--- config.mk ---
export PLATFORM = sky130hd
export DESIGN_NAME = mem_arbiter
export DESIGN_NICKNAME = d
export VERILOG_FILES = /design/src/rtl/mem_arb_pkg.sv /design/src/rtl/mem_arbiter_arb_prio.sv /design/src/rtl/mem_arbiter.sv
export SDC_FILE = /design/constraint.sdc
export NUM_CORES = 1
export LEC_CHECK = 0
export BUFFER_PORTS_ARGS = -buffer_cell sky130_fd_sc_hd__buf_2
export CORE_MARGIN = 2
export CORE_UTILIZATION = 47
export CTS_CLUSTER_DIAMETER = 200
export CTS_CLUSTER_SIZE = 8
export DETAILED_ROUTE_END_ITERATION = 16
export GPL_ROUTABILITY_DRIVEN = 0
export HOLD_SLACK_MARGIN = 0.05
export PLACE_DENSITY = 0.85
export SYNTH_ARGS = -nofsm -noshare
export SYNTH_HDL_FRONTEND = slang
export SYNTH_SLANG_ARGS = --single-unit
--- constraint.sdc ---
create_clock -name clk -period 2.3 [get_ports clk]
set_input_delay 0.345 -clock clk [delete_from_list [all_inputs] [get_ports clk]]
set_output_delay 0.345 -clock clk [all_outputs]
set_load 0.02 [all_outputs]
--- src/rtl/mem_arb_pkg.sv ---
// Shared types and constants for the instruction/data memory arbiter.
package mem_arb_pkg;

  // Arbiter FSM states (3-bit encoding).
  typedef enum logic [2:0] {
    IDLE   = 3'd0,
    I_BUSY = 3'd1,
    D_BUSY = 3'd2,
    I_DONE = 3'd3,
    D_DONE = 3'd4
  } state_t;

  // First writable address; data writes below it are dropped.
  localparam logic [15:0] ROM_TOP_DEFAULT     = 16'h1000;
  // Consecutive data grants allowed while a fetch waits.
  localparam int          MAX_D_BURST_DEFAULT = 4;
  // BUSY cycles without mem_rdy before an access is abandoned.
  localparam int          TIMEOUT_DEFAULT     = 16;
  // Word returned to the requester when an access is abandoned.
  localparam logic [15:0] ABORT_WORD          = 16'hDEAD;

endpackage

--- src/rtl/mem_arbiter_arb_prio.sv ---
// Grant selection between fetch and data ports, plus the data burst counter
// that guarantees a waiting fetch is served after MAX_D_BURST data grants.
module arb_prio #(
  parameter int MAX_D_BURST = 4
) (
  input  logic clk,
  input  logic rst,
  input  logic en,
  input  logic i_req,
  input  logic d_req,
  input  logic take_i,
  input  logic take_d,
  output logic gnt_i,
  output logic gnt_d
);

  localparam int            CW      = $clog2(MAX_D_BURST + 1);
  localparam logic [CW-1:0] CNT_MAX = CW'(MAX_D_BURST);

  logic [CW-1:0] burst_cnt;
  logic          at_limit;

  assign at_limit = i_req && (burst_cnt == CNT_MAX);

  // Data wins unless a fetch is waiting and the data burst is used up.
  always_comb begin
    gnt_d = en && d_req && !at_limit;
    gnt_i = en && i_req && !gnt_d;
  end

  // Count data grants made while a fetch waits; clear once the fetch is
  // served or nobody is waiting for it.
  always_ff @(posedge clk or negedge rst) begin
    if (!rst) begin
      burst_cnt <= '0;
    end else if (take_i) begin
      burst_cnt <= '0;
    end else if (take_d && i_req) begin
      if (burst_cnt != CNT_MAX) burst_cnt <= burst_cnt + 1'b1;
    end else if (en && !i_req) begin
      burst_cnt <= '0;
    end
  end

endmodule

--- src/rtl/mem_arbiter.sv ---
// Shares one single-port memory between the fetch port and the data port.
// Data has priority; fetches are guaranteed service after a bounded data
// burst. Data writes below ROM_TOP are dropped without touching memory.
// Optional build macro: MEM_ARB_TIMEOUT_EN adds a BUSY watchdog and the
// timeout output.
//
// Handshake: a port raises req with its address/data stable and holds it
// until it sees its one-cycle hit pulse; the hit cycle is the only cycle in
// which the returned word is new. On the memory side mem_en is held with
// stable mem_addr/mem_we/mem_wdata until the cycle mem_rdy=1, which both
// completes the access and qualifies mem_rdata.
module mem_arbiter
  import mem_arb_pkg::*;
#(
  parameter logic [15:0] ROM_TOP     = ROM_TOP_DEFAULT,
  parameter int          MAX_D_BURST = MAX_D_BURST_DEFAULT
`ifdef MEM_ARB_TIMEOUT_EN
  , parameter int        TIMEOUT     = TIMEOUT_DEFAULT
`endif
) (
  input  logic        clk,
  input  logic        rst,
  input  logic        i_req,
  input  logic [15:0] i_addr,
  output logic        i_hit,
  output logic [15:0] instr,
  input  logic        d_req,
  input  logic        d_we,
  input  logic [15:0] d_addr,
  input  logic [15:0] d_wdata,
  output logic        d_hit,
  output logic [15:0] d_data,
  output logic        wr_drop,
  output logic        mem_en,
  output logic        mem_we,
  output logic [15:0] mem_addr,
  output logic [15:0] mem_wdata,
  input  logic [15:0] mem_rdata,
  input  logic        mem_rdy,
`ifdef MEM_ARB_TIMEOUT_EN
  output logic        timeout,
`endif
  output logic [2:0]  fsm_state
);

  state_t state;
  logic   idle;
  logic   gnt_i;
  logic   gnt_d;
  logic   rom_drop;

`ifdef MEM_ARB_TIMEOUT_EN
  localparam logic [7:0] WAIT_LAST = 8'(TIMEOUT - 1);
  logic [7:0] wait_cnt;
`endif

  assign idle      = (state == IDLE);
  assign rom_drop  = d_we && (d_addr < ROM_TOP);
  assign fsm_state = state;

  arb_prio #(
    .MAX_D_BURST(MAX_D_BURST)
  ) u_prio (
    .clk   (clk),
    .rst   (rst),
    .en    (idle),
    .i_req (i_req),
    .d_req (d_req),
    .take_i(gnt_i),
    .take_d(gnt_d),
    .gnt_i (gnt_i),
    .gnt_d (gnt_d)
  );

  // Arbiter FSM with registered memory strobes, hit pulses and result words.
  always_ff @(posedge clk or negedge rst) begin
    if (!rst) begin
      state     <= IDLE;
      i_hit     <= 1'b0;
      d_hit     <= 1'b0;
      wr_drop   <= 1'b0;
      instr     <= '0;
      d_data    <= '0;
      mem_en    <= 1'b0;
      mem_we    <= 1'b0;
      mem_addr  <= '0;
      mem_wdata <= '0;
`ifdef MEM_ARB_TIMEOUT_EN
      wait_cnt  <= '0;
      timeout   <= 1'b0;
`endif
    end else begin
      i_hit   <= 1'b0;
      d_hit   <= 1'b0;
      wr_drop <= 1'b0;
`ifdef MEM_ARB_TIMEOUT_EN
      timeout <= 1'b0;
`endif
      case (state)
        IDLE: begin
`ifdef MEM_ARB_TIMEOUT_EN
          wait_cnt <= '0;
`endif
          if (gnt_d) begin
            if (rom_drop) begin
              // Protected write: complete at once, memory never sees it.
              state   <= D_DONE;
              d_hit   <= 1'b1;
              wr_drop <= 1'b1;
            end else begin
              state     <= D_BUSY;
              mem_en    <= 1'b1;
              mem_we    <= d_we;
              mem_addr  <= d_addr;
              mem_wdata <= d_wdata;
            end
          end else if (gnt_i) begin
            state    <= I_BUSY;
            mem_en   <= 1'b1;
            mem_we   <= 1'b0;
            mem_addr <= i_addr;
          end
        end
        I_BUSY: begin
          if (mem_rdy) begin
            instr  <= mem_rdata;
            state  <= I_DONE;
            i_hit  <= 1'b1;
            mem_en <= 1'b0;
          end
`ifdef MEM_ARB_TIMEOUT_EN
          else if (wait_cnt == WAIT_LAST) begin
            instr   <= ABORT_WORD;
            timeout <= 1'b1;
            state   <= I_DONE;
            i_hit   <= 1'b1;
            mem_en  <= 1'b0;
          end else begin
            wait_cnt <= wait_cnt + 8'd1;
          end
`endif
        end
        D_BUSY: begin
          if (mem_rdy) begin
            if (!mem_we) d_data <= mem_rdata;
            state  <= D_DONE;
            d_hit  <= 1'b1;
            mem_en <= 1'b0;
            mem_we <= 1'b0;
          end
`ifdef MEM_ARB_TIMEOUT_EN
          else if (wait_cnt == WAIT_LAST) begin
            if (!mem_we) d_data <= ABORT_WORD;
            timeout <= 1'b1;
            state   <= D_DONE;
            d_hit   <= 1'b1;
            mem_en  <= 1'b0;
            mem_we  <= 1'b0;
          end else begin
            wait_cnt <= wait_cnt + 8'd1;
          end
`endif
        end
        I_DONE, D_DONE: begin
          state <= IDLE;
        end
        default: begin
          state <= IDLE;
        end
      endcase
    end
  end

endmodule

==> results of run 1 <==
## cells by family (layout without fill, tap and decap cells)
logic type / Yosys count / count (layout)
AND/OR/NAND/NOR: 23 / 23
flip-flops: 75 / 75
buffers and inverters: 8 / 163
adder cells (fa/ha/maj): 2 / 2
multiplexers: 81 / 81
XOR/XNOR: 1 / 1
AO/OA/AOI/OAI: 13 / 13
## how the worst min path moves through the flow
stage                            startpoint                      end  slack (ns)  depth (start not counted)
floorplan                               rst    d_data[0]$_DFFE_PN0P_        0.05                          0
global placement      d_data[3]$_DFFE_PN0P_    d_data[3]$_DFFE_PN0P_        0.48                          1
detailed placement  mem_addr[7]$_DFFE_PN0P_  mem_addr[7]$_DFFE_PN0P_        0.49                          1
CTS                                     rst    instr[12]$_DFFE_PN0P_        0.19                          1
global route                            rst    d_data[6]$_DFFE_PN0P_        0.23                          1
finish                                  rst     instr[6]$_DFFE_PN0P_        0.17                          1
## stage by stage
stage | instances | hold WS (ns) | cell area, sq um | total power [W]
finish | 435 | 0.168 | 4170 | 0.00630
global route | 435 | 0.227 | 4170 | 0.00668
CTS | 435 | 0.187 | 4170 | 0.00639
detailed placement | 419 | 0.490 | 3940 | 0.00524
global placement | 419 | 0.483 | 3940 | 0.00514
floorplan | 203 | 0.0494 | 3170 | 0.00430
## state kept, by name, summed over array words and instances (netlist names), 3 cells and up
register          count
d_data               16
fsm_state             3
instr                16
mem_addr             16
mem_wdata            16
u_prio.burst_cnt      3
## where the power goes
group,leakage [nW],internal [W],switching (W)
registers,0.901,0.00196,0.000333
clock network,0.113,0.000670,0.000458
logic,1.01,0.00129,0.00159
total,2.03,0.00392,0.00238
## layout make-up
class | instances | area [sq um]
Sequential cell | 75 | 1880
Tap cell | 77 | 96.3
Clock inverter | 4 | 72.6
Fill cell | 497 | 2250
Timing Repair Buffer | 145 | 738
Multi-Input combinational cell | 120 | 1220
Clock buffer | 12 | 155
Inverter | 2 | 7.51
## placed cells by master, fill, tap and decap left out, types with 3 or more instances in the layout
master    synthesis  layout
buf_2             0     140
buf_4             2       5
clkbuf_8          0      11
dfrtp_1          75      75
mux2_2           80      80
nand2_1           6       6
nand2b_1          3       3
nand3_1           3       3
o21ai_0           5       5
## layer usage
| metal | vias up | global-route usage |
|---|---|---|
| li1 | 1029 | - |
| met3 | 12 | 0.0385 |
| met1 | 1081 | 0.229 |
| met4 | 0 | 0.0707 |
| met2 | 66 | 0.305 |
| met5 | - | 0 |
==> impl_metrics.toml, run 1 <==
[run_status]
status = "finished clean"

[logic_synthesis]
synth-simple-area-share = 0.0538
synth_top_family_by_area = "multiplexers"
seq_area_frac_synth = 0.593
synth.area.mux_share = 0.288
yosysMostFrequentCell = "mux2_2"
postSynthAreaPerCell_sq_um = 15.6
ys_top_cells_by_area = "dfrtp_1 (59%), mux2_2 (28%), buf_6 (1.4%)"
synth-edff-count = 0
synth-seq-cells = 75
yosys_warnings = 0
yosysTopAreaCellShare = 0.593
syn_inst = 203
synth.top_cells.by_count = "mux2_2 (80), dfrtp_1 (75), nand2_1 (6)"
yosys.area_share.xor_xnor = 0.00277
netlist_area_sq_um = 3170
yosys_most_used_dff = "dfrtp_1"
synth_compound_area_frac = 0.0336
yosysUniqueCellTypes = 30
syn_nets = 275
async_reset_ff_frac = 1.00
yosysTopAreaCell = "dfrtp_1"
synth-adder-area-share = 0.00791

[setup_path]
crit_start = "fsm_state[1]$_DFFE_PN0P_"
crit_arrival_ns = 2.24
reg2reg_to = "mem_wdata[4]$_DFFE_PN0P_"
critPathMaxFanout = 17
timing.rr.start = "fsm_state[1]$_DFFE_PN0P_"
slowest_delay_ns = 0.48
cp_num_buf_inv = 0
crit_chain = "nor3_4 -> nand3_4 -> a21oi_4 -> mux2_2"
r2r_setup_slack_ns = 0.27
cp-end-kind = "register"
cp_data_required_time_ns = 2.51
path_delay_family = "simple AND/OR/NAND/NOR gates"
cp-start-kind = "register"
cp_slowest_cell = "dfrtp_1"
cp.depth = 4
endpoint = "mem_wdata[4]$_DFFE_PN0P_"
r2r_cells = 4
critical_path_class = "register to register"

[routing]
top_layer = "met4"
dr.pass1.iters = 4
drtAntennaViolNets = 0
wl_met1_um = 2640
wl_met2_um = 3500
wl_met3_um = 321
drt_iter0_markers = 43
vias = 2188
wirelength_um = 6580
viasPerCell = 5.03
post-route-drc-count = 0
wl_per_cell_um = 15.1

[timing]
finalSetupTns_ns = 0
final.setup.worst_slack_ns = 0.270
setup_viol = 0
max_slew_margin = 0.381
slew_viol_final = 0
worst_pin_slew_ns = 0.928
fin_crit_sh = 0.883
final_hold_viol_count = 0
rsz0062_at_grt = "no"
finalCriticalPeriod_ns = 2.03
maxClockFrequency_mhz = 493
finClkSkew_ns = 0.00655

[clocking]
cts_sinks = 75
post_cts_buffers = 0
cts_htree_levels = 3
postCtsHoldBufs = 0
cts_tree = "yes"
clkTransAtPathRegs_ns = 0.07
cts_buffer_depth = 2
clock-root-buffer = "clkbuf_8"
cts_resized = 0
clock_latency_ns = 0.33
numCtsBuffers = 9

[finish]
post-route-util = 0.649
drive_above_1_share = 0.698
area_growth_pct = 31.7
antenna_cells = 0
num-nets-final = 425

[global_routing]
grt_pass1_vias = 2246
grt_max_degree = 76
grt-ovfl-total = 0
grt_pass1_wl_um = 10500
grt_usage = 0.181
antenna_found_initial = 0

[die]
die-area_sq_um = 7410
die_h_um = 86.1
core_area_sq_um = 6420
start_util = 0.493
rows = 29
ios = 142
die_w_um = 86.1

[place]
place_ws_ns = 0.207
portBuffers = 141
hpwl_um = 4850

[hold_path]
hold_class = "input pin to async pin"

[power_and_ir_drop]
power_density_nw_per_um2 = 1510
ir_drop_mv = 0.704
p_leak_nw = 2.03

[run]
drv_cap = 0
Note: power is estimated with default switching activity, not from simulation.
==> inputs of run 2 (changes only) <==
--- a/config.mk
+++ b/config.mk
@@ -6,6 +6,7 @@
 export NUM_CORES = 1
 export LEC_CHECK = 0
 export BUFFER_PORTS_ARGS = -buffer_cell sky130_fd_sc_hd__buf_2
+export CORE_ASPECT_RATIO = 1.75
 export CORE_MARGIN = 2
 export CORE_UTILIZATION = 47
 export CTS_CLUSTER_DIAMETER = 200
==> run 2 against run 1 <==
Effect of this change: die area rose by 0.34%; total power rose by 8.0%; non-clock buffer count did not move; flip-flop and latch count did not move; register-to-register slack improved by 0.05 ns; combinational power barely moved.
==> impl_metrics.toml, run 2 (synthesis results as in run 1) <==
[finish]
seq_area_sq_um = 1880
nFillCells = 498
final_cell_mix = "buf_2 (140), mux2_2 (80), dfrtp_1 (75)"
num-nets-final = 425
stdcell_count = 440
drive_above_1_share = 0.698
area_growth_pct = 35.5
multi_input_area_sq_um = 1220
final_common_cell = "buf_2"
antenna_cells = 0

[clocking]
numCtsBuffers = 9
clock-root-buffer = "clkbuf_16"
postCtsHoldBufs = 0
clock_latency_ns = 0.32
cts_sinks = 75
cts_resized = 0
cts_htree_levels = 3
clkTransAtPathRegs_ns = 0.06
cts_tree = "yes"
post_cts_buffers = 0
cts_buffer_depth = 2

[global_routing]
grt_pass1_wl_um = 10400
antenna_found_initial = 0
grt_usage = 0.187
grt_busiest_layer = "met2"
grt_pass1_vias = 2288
grt-ovfl-total = 0
met3_usage = 0.0752
grt_util_met2 = 0.321
grt_use_met1 = 0.202
grt_max_degree = 76

[routing]
wl_per_cell_um = 15.4
post-route-drc-count = 0
drtAntennaViolNets = 0
dr.pass1.iters = 5
vias = 2216
drt_iter0_markers = 72
wirelength_um = 6760
viasPerCell = 5.04

[die]
core_area_sq_um = 6540
ios = 142
die-area_sq_um = 7430
start_util = 0.484
die_w_um = 66.0
die_h_um = 113
rows = 39

[timing]
rsz0062_at_grt = "no"
finalSetupTns_ns = 0
max_slew_margin = 0.388
fin_hold_ws_ns = 0.151
slew_viol_final = 0
final_hold_viol_count = 0
finClkSkew_ns = 0.00492
setup_viol = 0
worst_pin_slew_ns = 0.918
finalCriticalPeriod_ns = 1.98
fin_crit_sh = 0.862
maxClockFrequency_mhz = 504

[power_and_ir_drop]
power_density_nw_per_um2 = 1590
p_leak_nw = 2.08
total_power_w = 0.00680
ir_drop_mv = 1.00

[hold_path]
hold_class = "input pin to async pin"

[place]
dpl.cell_count = 424
portBuffers = 141
hpwl_um = 5000

[setup_path]
crit_arrival_ns = 2.19
critPathMaxFanout = 17
slowest_delay_ns = 0.48
cp_slowest_cell = "dfrtp_1"
critical_path_class = "register to register"
cp-end-kind = "register"
crit_chain = "nor3_4 -> nand3_4 -> a21oi_4 -> mux2_2"
cp-start-kind = "register"
cp_data_required_time_ns = 2.50

[run_status]
status = "finished clean"

[run]
drv_cap = 0
run 2: cell count changes in the layout (fill, tap and decap cells not counted):
cell	previous run	this run
clkbuf_8	11	1
clkinvlp_4	1	0
clkinv_2	1	2
clkbuf_16	0	9
bufinv_16	2	3
run 2: stage by stage:
step / instance area, sq um / utilization / setup slack, ns
detailed placement: 3950 / 0.604 / 0.306
global placement: 3950 / 0.604 / 0.356
floorplan: 3170 / - / 0.428
finish: 4290 / 0.656 / 0.316
CTS: 4290 / 0.656 / 0.295
global route: 4290 / 0.656 / 0.210
run 2: worst max-delay path: cells and delay by family, from the launching register on:
| kind | cells | cell delay, ns |
|---|---|---|
| AOI/OAI and AO/OA | 1 | 0.45 |
| muxes | 1 | 0.41 |
| DFF | 1 | 0.48 |
| and+or+nand+nor | 2 | 0.51 |
run 2: cell type report:
class	count	share of cell area
flip-flops and latches	75	0.438
multi-input cells	120	0.285
clock buffers	11	0.0566
well taps	82	0.0239
inverters	2	0.00175
clock inverters	5	0.0233
repair buffers	145	0.172
run 2: power breakdown:
group / switching [W] / leakage [nW] / total, W / internal, W
Combinational: 0.00158 / 1.01 / 0.00287 / 0.00129
Sequential: 0.000366 / 0.901 / 0.00233 / 0.00197
Clock: 0.000511 / 0.169 / 0.00160 / 0.00109
Total: 0.00246 / 2.08 / 0.00680 / 0.00434
run 2: layer usage:
metal	wire length (um)	share of wire
met3	586	0.087
met4	129	0.019
met1	2490	0.37
met2	3550	0.53
met5	0	0
run 2: path summary, 6_finish.rpt:
check | startpoint | end | slack (ns) | cells after the start
max reg2reg | fsm_state[1]$_DFFE_PN0P_ | mem_wdata[13]$_DFFE_PN0P_ | 0.32 | 4
min | rst | mem_wdata[5]$_DFFE_PN0P_ | 0.15 | 1
min in group clk | d_wdata[5] | mem_wdata[5]$_DFFE_PN0P_ | 0.25 | 2
max in group asynchronous | rst | d_data[7]$_DFFE_PN0P_ | 1.54 | 1
max | fsm_state[1]$_DFFE_PN0P_ | mem_wdata[13]$_DFFE_PN0P_ | 0.32 | 4
min reg2reg | mem_addr[1]$_DFFE_PN0P_ | mem_addr[1]$_DFFE_PN0P_ | 0.50 | 1
